--- src/rtl/transactions_rx_fsm.sv ---
// Sideband receive-side transaction parser: deserializes 10-bit SBRX frames,
// recognizes DLE/STX/LSE/CLSE/ETX framing, checks CRC-16 and reports results.
module transactions_rx_fsm (
    input  logic        sb_clk,
    input  logic        rst,
    input  logic        sbrx_i,
    input  logic        rx_en_i,
    output logic [2:0]  trans_rcvd_o,
    output logic [7:0]  at_addr_o,
    output logic [7:0]  at_len_o,
    output logic [23:0] at_data_o,
    output logic        crc_err_o,
    output logic        frame_err_o,
    output logic        parse_err_o,
    output logic        rx_busy_o
);

    localparam logic [7:0] SymDle    = 8'hFE;
    localparam logic [7:0] SymStxCmd = 8'h05;
    localparam logic [7:0] SymStxRsp = 8'h04;
    localparam logic [7:0] SymLse    = 8'h80;
    localparam logic [7:0] SymClse   = 8'h7F;
    localparam logic [7:0] SymEtx    = 8'h40;
    localparam logic [7:0] AtLen     = 8'h03;

    typedef enum logic {RxIdle, RxBits} rx_state_e;

    typedef enum logic [3:0] {
        PIdle, PDle1, PLse, PCmdAddr, PCmdLen, PRspAddr, PRspLen,
        PRspD0, PRspD1, PRspD2, PCrcHi, PCrcLo, PDle2, PEtx
    } p_state_e;

    rx_state_e   rx_state_q, rx_state_d;
    logic [3:0]  bit_cnt_q, bit_cnt_d;
    logic [7:0]  shift_q, shift_d;
    logic        sym_valid_q, sym_valid_d;
    logic        sym_ferr_q, sym_ferr_d;

    p_state_e    p_state_q, p_state_d;
    logic [15:0] crc_q, crc_d;
    logic [15:0] rcv_crc_q, rcv_crc_d;
    logic [7:0]  sh_addr_q, sh_addr_d;
    logic [7:0]  sh_len_q, sh_len_d;
    logic [23:0] sh_data_q, sh_data_d;
    logic        is_rsp_q, is_rsp_d;
    logic [2:0]  trans_q, trans_d;
    logic [7:0]  at_addr_q, at_addr_d;
    logic [7:0]  at_len_q, at_len_d;
    logic [23:0] at_data_q, at_data_d;
    logic        crc_err_q, crc_err_d;
    logic        frame_err_q, frame_err_d;
    logic        parse_err_q, parse_err_d;

    // CRC-16/0x8005 update with one byte, MSB first
    function automatic logic [15:0] crc_upd(input logic [15:0] c, input logic [7:0] b);
        logic [15:0] r;
        r = c;
        for (int i = 7; i >= 0; i--) begin
            r = (r[15] ^ b[i]) ? ({r[14:0], 1'b0} ^ 16'h8005) : {r[14:0], 1'b0};
        end
        return r;
    endfunction

    // Deserializer next state: start bit, 8 data bits LSB first, stop bit
    always_comb begin
        rx_state_d  = rx_state_q;
        bit_cnt_d   = bit_cnt_q;
        shift_d     = shift_q;
        sym_valid_d = 1'b0;
        sym_ferr_d  = 1'b0;
        if (!rx_en_i) begin
            rx_state_d = RxIdle;
            bit_cnt_d  = 4'd0;
        end else begin
            case (rx_state_q)
                RxIdle: begin
                    if (!sbrx_i) begin
                        rx_state_d = RxBits;
                        bit_cnt_d  = 4'd1;
                    end
                end
                RxBits: begin
                    if (bit_cnt_q == 4'd9) begin
                        rx_state_d  = RxIdle;
                        bit_cnt_d   = 4'd0;
                        sym_valid_d = sbrx_i;
                        sym_ferr_d  = ~sbrx_i;
                    end else begin
                        shift_d   = {sbrx_i, shift_q[7:1]};
                        bit_cnt_d = bit_cnt_q + 4'd1;
                    end
                end
                default: rx_state_d = RxIdle;
            endcase
        end
    end

    // Parser next state, shadow capture, CRC accumulation and result pulses
    always_comb begin
        p_state_d   = p_state_q;
        crc_d       = crc_q;
        rcv_crc_d   = rcv_crc_q;
        sh_addr_d   = sh_addr_q;
        sh_len_d    = sh_len_q;
        sh_data_d   = sh_data_q;
        is_rsp_d    = is_rsp_q;
        at_addr_d   = at_addr_q;
        at_len_d    = at_len_q;
        at_data_d   = at_data_q;
        trans_d     = 3'd0;
        crc_err_d   = 1'b0;
        frame_err_d = 1'b0;
        parse_err_d = 1'b0;
        if (!rx_en_i) begin
            p_state_d = PIdle;
        end else if (sym_ferr_q) begin
            // A broken frame aborts whatever was in progress
            frame_err_d = 1'b1;
            p_state_d   = PIdle;
        end else if (sym_valid_q) begin
            case (p_state_q)
                PIdle: begin
                    if (shift_q == SymDle) begin
                        p_state_d = PDle1;
                        crc_d     = 16'hFFFF;
                    end
                end
                PDle1: begin
                    if (shift_q == SymStxCmd || shift_q == SymStxRsp) begin
                        is_rsp_d  = (shift_q == SymStxRsp);
                        crc_d     = crc_upd(crc_q, shift_q);
                        p_state_d = (shift_q == SymStxRsp) ? PRspAddr : PCmdAddr;
                    end else if (shift_q == SymLse) begin
                        p_state_d = PLse;
                    end else begin
                        parse_err_d = 1'b1;
                        p_state_d   = PIdle;
                    end
                end
                PLse: begin
                    if (shift_q == SymClse) trans_d = 3'd4;
                    else                    parse_err_d = 1'b1;
                    p_state_d = PIdle;
                end
                PCmdAddr, PRspAddr: begin
                    sh_addr_d = shift_q;
                    crc_d     = crc_upd(crc_q, shift_q);
                    p_state_d = (p_state_q == PRspAddr) ? PRspLen : PCmdLen;
                end
                PCmdLen, PRspLen: begin
                    if (shift_q == AtLen) begin
                        sh_len_d  = shift_q;
                        crc_d     = crc_upd(crc_q, shift_q);
                        p_state_d = (p_state_q == PRspLen) ? PRspD0 : PCrcHi;
                    end else begin
                        parse_err_d = 1'b1;
                        p_state_d   = PIdle;
                    end
                end
                PRspD0: begin
                    sh_data_d[23:16] = shift_q;
                    crc_d            = crc_upd(crc_q, shift_q);
                    p_state_d        = PRspD1;
                end
                PRspD1: begin
                    sh_data_d[15:8] = shift_q;
                    crc_d           = crc_upd(crc_q, shift_q);
                    p_state_d       = PRspD2;
                end
                PRspD2: begin
                    sh_data_d[7:0] = shift_q;
                    crc_d          = crc_upd(crc_q, shift_q);
                    p_state_d      = PCrcHi;
                end
                PCrcHi: begin
                    rcv_crc_d[15:8] = shift_q;
                    p_state_d       = PCrcLo;
                end
                PCrcLo: begin
                    rcv_crc_d[7:0] = shift_q;
                    p_state_d      = PDle2;
                end
                PDle2: begin
                    if (shift_q == SymDle) begin
                        p_state_d = PEtx;
                    end else begin
                        parse_err_d = 1'b1;
                        p_state_d   = PIdle;
                    end
                end
                PEtx: begin
                    if (shift_q != SymEtx) begin
                        parse_err_d = 1'b1;
                    end else if (crc_q == rcv_crc_q) begin
                        trans_d   = is_rsp_q ? 3'd3 : 3'd2;
                        at_addr_d = sh_addr_q;
                        at_len_d  = sh_len_q;
                        if (is_rsp_q) at_data_d = sh_data_q;
                    end else begin
                        crc_err_d = 1'b1;
                    end
                    p_state_d = PIdle;
                end
                default: p_state_d = PIdle;
            endcase
        end
    end

    // State and output registers
    always_ff @(posedge sb_clk or negedge rst) begin
        if (!rst) begin
            rx_state_q  <= RxIdle;
            bit_cnt_q   <= 4'd0;
            shift_q     <= 8'd0;
            sym_valid_q <= 1'b0;
            sym_ferr_q  <= 1'b0;
            p_state_q   <= PIdle;
            crc_q       <= 16'hFFFF;
            rcv_crc_q   <= 16'd0;
            sh_addr_q   <= 8'd0;
            sh_len_q    <= 8'd0;
            sh_data_q   <= 24'd0;
            is_rsp_q    <= 1'b0;
            trans_q     <= 3'd0;
            at_addr_q   <= 8'd0;
            at_len_q    <= 8'd0;
            at_data_q   <= 24'd0;
            crc_err_q   <= 1'b0;
            frame_err_q <= 1'b0;
            parse_err_q <= 1'b0;
        end else begin
            rx_state_q  <= rx_state_d;
            bit_cnt_q   <= bit_cnt_d;
            shift_q     <= shift_d;
            sym_valid_q <= sym_valid_d;
            sym_ferr_q  <= sym_ferr_d;
            p_state_q   <= p_state_d;
            crc_q       <= crc_d;
            rcv_crc_q   <= rcv_crc_d;
            sh_addr_q   <= sh_addr_d;
            sh_len_q    <= sh_len_d;
            sh_data_q   <= sh_data_d;
            is_rsp_q    <= is_rsp_d;
            trans_q     <= trans_d;
            at_addr_q   <= at_addr_d;
            at_len_q    <= at_len_d;
            at_data_q   <= at_data_d;
            crc_err_q   <= crc_err_d;
            frame_err_q <= frame_err_d;
            parse_err_q <= parse_err_d;
        end
    end

    assign trans_rcvd_o = trans_q;
    assign at_addr_o    = at_addr_q;
    assign at_len_o     = at_len_q;
    assign at_data_o    = at_data_q;
    assign crc_err_o    = crc_err_q;
    assign frame_err_o  = frame_err_q;
    assign parse_err_o  = parse_err_q;
    assign rx_busy_o    = (p_state_q != PIdle);

endmodule

--- config.mk ---
export PLATFORM = sky130hd
export DESIGN_NAME = transactions_rx_fsm
export DESIGN_NICKNAME = d
export VERILOG_FILES = /design/src/rtl/transactions_rx_fsm.sv
export SDC_FILE = /design/constraint.sdc
export NUM_CORES = 1
export LEC_CHECK = 0
export CAP_MARGIN = 30
export CORE_UTILIZATION = 63
export DETAILED_ROUTE_END_ITERATION = 6
export PLACE_DENSITY = 0.95
export SYNTH_ARGS = -nofsm -noshare
export SYNTH_HDL_FRONTEND = slang
export SYNTH_SLANG_ARGS = --single-unit
--- constraint.sdc ---
create_clock -name sb_clk -period 6.5 [get_ports sb_clk]
set_input_delay 0.65 -clock sb_clk [delete_from_list [all_inputs] [get_ports sb_clk]]
set_output_delay 0.65 -clock sb_clk [all_outputs]
set_load 0.03 [all_outputs]
==> results of run 1 <==
-- sequential cells by signal (all words and copies together) (netlist names) --
| signal | cells |
|---|---|
| crc_err_o | 1 |
| sym_ferr_q | 1 |
| is_rsp_q | 1 |
| rx_state_q | 1 |
| sh_len_q | 8 |
| bit_cnt_q | 4 |
| at_data_o | 24 |
| p_state_q | 4 |
| at_addr_o | 8 |
| sym_valid_q | 1 |
| trans_rcvd_o | 3 |
| parse_err_o | 1 |
| rcv_crc_q | 16 |
| frame_err_o | 1 |
| shift_q | 8 |
| at_len_o | 8 |
| sh_addr_q | 8 |
| sh_data_q | 24 |
| crc_q | 16 |
-- stage by stage --
stage	worst slack (ns)	area [µm²]	power, mW	instances	hold WS, ns
5_1_grt	3.49	7560	2.32	685	0.163
2_1_floorplan	4.43	6500	1.24	497	0.354
4_1_cts	3.62	7560	2.24	685	0.135
3_5_place_dp	3.18	6990	1.30	653	0.461
3_3_place_gp	3.31	6960	1.29	652	0.444
6_report	3.63	7560	2.24	685	0.130
-- critical path: stages, from the launching register on --
cell,delay (ns)
dfrtp_1,0.76
nor2_1,0.16
nand2_1,0.10
clkdlybuf4s50_1,0.67
-- layer usage --
| layer | global-route usage | part of all wire | up-vias |
|---|---|---|---|
| met1 | 0.376 | 0.41 | 2224 |
| li1 | - | - | 1871 |
| met4 | 0.114 | 0.030 | 0 |
| met3 | 0.0730 | 0.055 | 56 |
| met5 | 0 | 0 | - |
| met2 | 0.500 | 0.51 | 205 |
-- layout by cell type (no fill, tap or decap), drive strengths merged, types with 2 or more instances in the layout --
cell type / synthesis / layout
dfrtp: 122 / 122
mux2: 94 / 94
clkdlybuf4s50: 0 / 49
xnor2: 34 / 34
a31oi: 31 / 31
nand2: 21 / 21
clkbuf: 7 / 20
nor2: 19 / 19
dfstp: 16 / 16
inv: 12 / 14
o21ai: 13 / 13
and2: 11 / 11
nor3: 9 / 9
a21oi: 9 / 9
nand3: 8 / 8
nand4: 7 / 7
nand2b: 7 / 7
nor2b: 6 / 6
clkinvlp: 0 / 5
or3: 4 / 4
nor4: 4 / 4
xor2: 3 / 3
clkinv: 0 / 3
buf: 22 / 3
a211oi: 2 / 2
o311a: 2 / 2
nand3b: 2 / 2
ha: 2 / 2
bufinv: 0 / 2
o311ai: 2 / 2
xor3: 2 / 2
-- power breakdown --
group	switching, mW	internal, mW
Sequential	0.113	0.879
Combinational	0.143	0.168
Clock	0.376	0.560
Total	0.632	1.61
-- logic make-up (layout without fill, tap and decap cells) --
family | after synthesis | after routing | share of synthesized area
flops | 138 | 138 | 0.535
simple gates | 105 | 105 | 0.0986
mux | 94 | 94 | 0.180
compound gates | 77 | 77 | 0.0801
buf+inv | 41 | 96 | 0.0391
xor+xnor | 40 | 40 | 0.0634
fa+ha+maj | 2 | 2 | 0.00385
-- worst max path at each step --
stage                         to  cells past startpoint  slack [ns]         start
finish                 rx_busy_o                      3        3.63  p_state_q[2]
global route           crc_q[13]                      6        3.49       rx_en_i
CTS                    rx_busy_o                      3        3.62  p_state_q[2]
detailed placement      crc_q[4]                      6        3.18       rx_en_i
global placement        crc_q[0]                      6        3.31       rx_en_i
floorplan           at_addr_o[4]                      7        4.43     crc_q[13]
-- cell type report --
cell class	instances	share of cell area
Tap cell	133	0.0220
Inverter	12	0.00596
Sequential cell	138	0.459
Clock buffer	20	0.0576
Multi-Input combinational cell	318	0.366
Clock inverter	12	0.0187
Timing Repair Buffer	52	0.0705
==> summary.md, run 1 <==
| Metric | Value |
|---|---|
| DPL Wire Length | `9.07 mm` |
| Clk root buf | `clkbuf_8` |
| Unrepaired setup endpoints after global routing | `false` |
| FFs w/ async S/R, synth | `1.00` |
| Ant. Diodes | `0` |
| Multi-input logic area | `2770 µm²` |
| Reg2reg path depth | `5` |
| Global-route wire length before repair | `24.2 mm` |
| Setup TNS | `0 ns` |
| Sequential cell area | `3470 µm²` |
| I/O pin count | `51` |
| Slew Limit Headroom | `0.390` |
| Top-area cell type share of the netlist area | `0.470` |
| Run status | `finished clean` |
| Setup CP Type | `reg -> out` |
| Final Hold Viols | `0` |
| R2r startpoint | `shift_q[7]` |
| Most used DFF post-synth | `dfrtp_1` |
| DR WL/cell | `21.6 µm` |
| Initial DRC Count | `542` |
| Clock Latency Late Sink | `0.53 ns` |
| Worst-case vdd ir drop | `209 µV` |
| Final wirelength | `14.8 mm` |
| Vias in the first global route | `4395` |
| Syn nets | `503` |
| Starting density of the core | `0.659` |
| Synthesized area | `6500 µm²` |
| Period utilisation layout | `0.441` |
| TritonCTS Buffers | `17` |
| Initial antenna violation count | `0` |
| Final setup fails | `0` |
| Synth area leader | `dfrtp_1` |
| Max clock buf depth | `2` |
| Most frequent cell after synthesis | `dfrtp_1` |
| Post-synth EDFFs | `0` |
| Post-layout util | `0.767` |
| Crit-path max FO | `21` |
| Synth cell count leaders | `dfrtp_1 (122), mux2_2 (64), xnor2_1 (32), a31oi_1 (31), mux2_4 (30)` |
| Worst Skew | `0.0107 ns` |
| First drt pass iteration count | `6` |
| Startpoint Class | `register` |
| Total grt overflow | `0` |
| Clock sinks | `138` |
| RR Endpoint | `crc_q[4]` |
| Register area share after synthesis | `0.535` |
| Vias per cell | `6.36` |
| CTS tree | `done` |
| Max-Cap Viols | `0` |
| Synth Register Bits | `138` |
| Syn Area/Cell | `13.1 µm²` |
| Drc violations | `0` |
| Global placement routability congestion | `0.888` |
| Row count | `36` |
| Hold buffer count at CTS | `0` |
| Fmax | `348 MHz` |
| Arrival time at the worst endpoint | `2.22 ns` |
| Port buffer count | `50` |
| Die H | `104 µm` |
| Total Die Area | `10700 µm²` |
| Cell count after synthesis | `497` |
| Final nets | `545` |
| Area contributors post-synth | `dfrtp_1 (47%), mux2_2 (11%), mux2_4 (6.9%), dfstp_2 (6.5%), xnor2_1 (4.3%)` |
| Worst reg2reg setup slack | `3.74 ns` |
| Lkg Pwr | `3.42 nW` |
| Hold/Removal Path Class | `in -> async` |
| Clock transition at path regs | `0.06 ns` |
| Cts repair resizes | `0` |
| Largest net degree at the start of global routing | `53` |
| CP Data Required Time | `5.85 ns` |
| Count of different cell masters after synthesis | `70` |
| Aggregate global-route resource usage | `0.298` |
| Crit path time final | `2.87 ns` |
| Fillcell total | `501` |
| Power density over cell area | `296 nW/µm²` |
| Core Region | `9860 µm²` |
| Die width | `104 µm` |
| CP Capture Type | `primary output` |
| Antenna viol nets, final | `0` |
| Htree depth | `4` |
| Synthesis-to-layout area growth | `16.4%` |
| Share of post-route cells with drive strength above 1 | `0.295` |
| Synth warnings | `0` |
| Max Slew Vio Count | `0` |
| Vias after detailed routing | `4356` |
| Setup Buffers After CTS | `0` |
| Worst Tran Pin Value | `0.911 ns` |
Power figures use the tool's default switching activity.
==> run 2, diff against run 1 <==
--- a/config.mk
+++ b/config.mk
@@ -6,9 +6,9 @@
 export NUM_CORES = 1
 export LEC_CHECK = 0
 export CAP_MARGIN = 30
-export CORE_UTILIZATION = 63
+export CORE_UTILIZATION = 58
 export DETAILED_ROUTE_END_ITERATION = 6
-export PLACE_DENSITY = 0.95
+export PLACE_DENSITY = 0.89
 export SYNTH_ARGS = -nofsm -noshare
 export SYNTH_HDL_FRONTEND = slang
 export SYNTH_SLANG_ARGS = --single-unit
==> constraint.sdc (replaced) <==
create_clock -name sb_clk -period 3 [get_ports sb_clk]
set_input_delay 0.3 -clock sb_clk [delete_from_list [all_inputs] [get_ports sb_clk]]
set_output_delay 0.3 -clock sb_clk [all_outputs]
set_load 0.03 [all_outputs]
==> run 2 against run 1 <==
Effect of this change: critical path depth did not move; highest routed layer unchanged; hold slack better by 0.23 ns; first-iteration DRC count shrank 35%; core utilization shrank 6.5 points; clock skew down 0.00064 ns; cell count grew 2.9%; combinational power grew to 2.9 times the previous value; count of clock-buffer cells in the layout is 3 lower; design area rose by 0.99%; non-clock buffer count is 13 higher; via count decreased by 1.4%.
==> summary.md, run 2 (synthesized netlist as in run 1, its figures left out) <==
| Metric | Value |
|---|---|
| Run status | `finished clean` |
| Clock sinks | `138 (unchanged)` |
| P_sw | `1.44 mW (+130%)` |
| Starting density of the core | `0.597 (-0.0619)` |
| I/O pin count | `51 (unchanged)` |
| Setup TNS | `0 ns (unchanged)` |
| Max clock buf depth | `2 (unchanged)` |
| Die width | `108 µm (+4.1%)` |
| Pre-CTS WS | `0.460 ns (-2.72 ns)` |
| Final non-filler cell total | `705 (+2.9%)` |
| Reg power frac | `0.414 (-0.029)` |
| Commonest non-fill, non-tap cell in the layout | `dfrtp_1` |
| Worst Skew | `0.0101 ns (-0.000637 ns)` |
| Internal Pwr Total | `3.37 mW (+110%)` |
| Net Sw Frac | `0.300 (+0.0173)` |
| Drc violations | `0 (unchanged)` |
| Row count | `38 (+5.6%)` |
| Final setup fails | `0 (unchanged)` |
| Period utilisation layout | `0.831` |
| Vias after detailed routing | `4297 (-1.4%)` |
| Ant. Diodes | `0 (unchanged)` |
| Total Die Area | `11600 µm² (+8.4%)` |
| Initial antenna violation count | `0 (unchanged)` |
| Startpoint Class | `register` |
| Aggregate global-route resource usage | `0.260 (-0.0384)` |
| Hold/Removal Path Class | `in -> async` |
| Final wirelength | `13.9 mm (-5.9%)` |
| Clk root buf | `clkbuf_8` |
| Max-Cap Viols | `0 (unchanged)` |
| Arrival time at the worst endpoint | `2.19 ns (-0.03 ns)` |
| Largest net degree at the start of global routing | `56 (+5.7%)` |
| Gate power share | `0.186 (+0.047)` |
| Crit path time final | `2.49 ns` |
| CP Capture Type | `primary output` |
| Setup Buffers After CTS | `0 (unchanged)` |
| Final Power | `4.82 mW (+120%)` |
| Port buffer count | `50 (unchanged)` |
| Post-layout util | `0.702 (-0.0652)` |
| Unrepaired setup endpoints after global routing | `false` |
| Total grt overflow | `0 (unchanged)` |
| First drt pass iteration count | `5 (-1)` |
| Crit-path max FO | `20 (-4.8%)` |
| Die H | `108 µm (+4.1%)` |
| Setup ws final | `0.507 ns (-3.12 ns)` |
| Post-layout instance area | `7640 µm² (+0.99%)` |
| Power density over cell area | `631 nW/µm² (+110%)` |
| Global placement routability congestion | `0.926 (+4.3%)` |
| Final Hold Viols | `0 (unchanged)` |
| Antenna viol nets, final | `0 (unchanged)` |
| Vias per cell | `6.10 (-4.2%)` |
| Worst Tran Pin Value | `0.690 ns (-0.221 ns)` |
| CP Data Required Time | `2.70 ns (-3.15 ns)` |
| Lkg Pwr | `3.48 nW (+1.9%)` |
| DPL Wire Length | `9.10 mm (+0.39%)` |
| Clock transition at path regs | `0.07 ns (about the same)` |
| Initial DRC Count | `354 (-35%)` |
| Cts repair resizes | `0 (unchanged)` |
| Global-route wire length before repair | `22.4 mm (-7.3%)` |
| Vias in the first global route | `4361 (-0.77%)` |
| Hold buffer count at CTS | `1 (+1)` |
| Clock Latency Late Sink | `0.53 ns (about the same)` |
| Final nets | `558 (+2.4%)` |
| Commonest cells after routing, fill and taps aside | `dfrtp_1 (122), mux2_2 (64), clkdlybuf4s50_1 (49), xnor2_1 (32), a31oi_1 (31)` |
| Share of post-route cells with drive strength above 1 | `0.313 (+0.0180)` |
| Setup CP Type | `reg -> out` |
| Core Region | `10900 µm² (+10%)` |
| Cells after DPL | `672 (+2.9%)` |
| Worst-case vdd ir drop | `429 µV (+100%)` |
| Fmax | `401 MHz` |
| Slew Limit Headroom | `0.540 (+0.150)` |
| DR WL/cell | `19.7 µm (-8.6%)` |
| Dpl cell area | `7080 µm² (+1.3%)` |
| Htree depth | `4 (unchanged)` |
| Clock power frac | `0.399 (-0.019)` |
| CTS tree | `done` |
| Synthesis-to-layout area growth | `17.6%` |
| Worst hold slack | `0.362 ns (+0.232 ns)` |
| TritonCTS Buffers | `17 (unchanged)` |
| Max Slew Vio Count | `0 (unchanged)` |
-- run 2: final timing paths --
check | start | to | slack (ns) | cells past startpoint
max | p_state_q[3] | rx_busy_o | 0.51 | 3
max in group asynchronous | rst | at_len_o[0] | 1.80 | 3
min in group sb_clk | sh_len_q[1] | sh_len_q[1] | 0.48 | 1
max reg2reg | shift_q[7] | crc_q[13] | 0.51 | 5
min reg2reg | sh_len_q[1] | sh_len_q[1] | 0.48 | 1
min | rst | at_data_o[12] | 0.36 | 2
-- run 2: area by class of cell --
class / instances / area (µm²)
well taps: 140 / 175
repair buffers: 65 / 626
clock buffers: 17 / 414
inverters: 12 / 45.0
multi-input cells: 318 / 2770
clock inverters: 15 / 136
flip-flops and latches: 138 / 3470
fillers: 670 / 3250
-- run 2: per-layer routing --
metal | routed length (µm) | share of wire | global-route usage
met1 | 5690 | 0.41 | 0.321
met2 | 7220 | 0.52 | 0.443
met3 | 708 | 0.051 | 0.0484
met4 | 282 | 0.020 | 0.114
met5 | 0 | 0 | 0
-- run 2: power by group through the flow --
| stage | clock network (mW) | registers (mW) | logic, mW |
|---|---|---|---|
| after global routing | 2.02 | 1.99 | 0.948 |
| after detailed placement | 0 | 2.02 | 0.883 |
| final | 1.92 | 2.00 | 0.897 |
| after floorplan | 0 | 1.99 | 0.686 |
| after CTS | 1.94 | 1.99 | 0.892 |
| after global placement | 0 | 2.02 | 0.858 |
-- run 2: critical path, cell delays in order (launching register included) --
cell,delay (ns)
dfrtp_1,0.74
nor2_1,0.14
nand2_1,0.11
clkdlybuf4s50_1,0.67
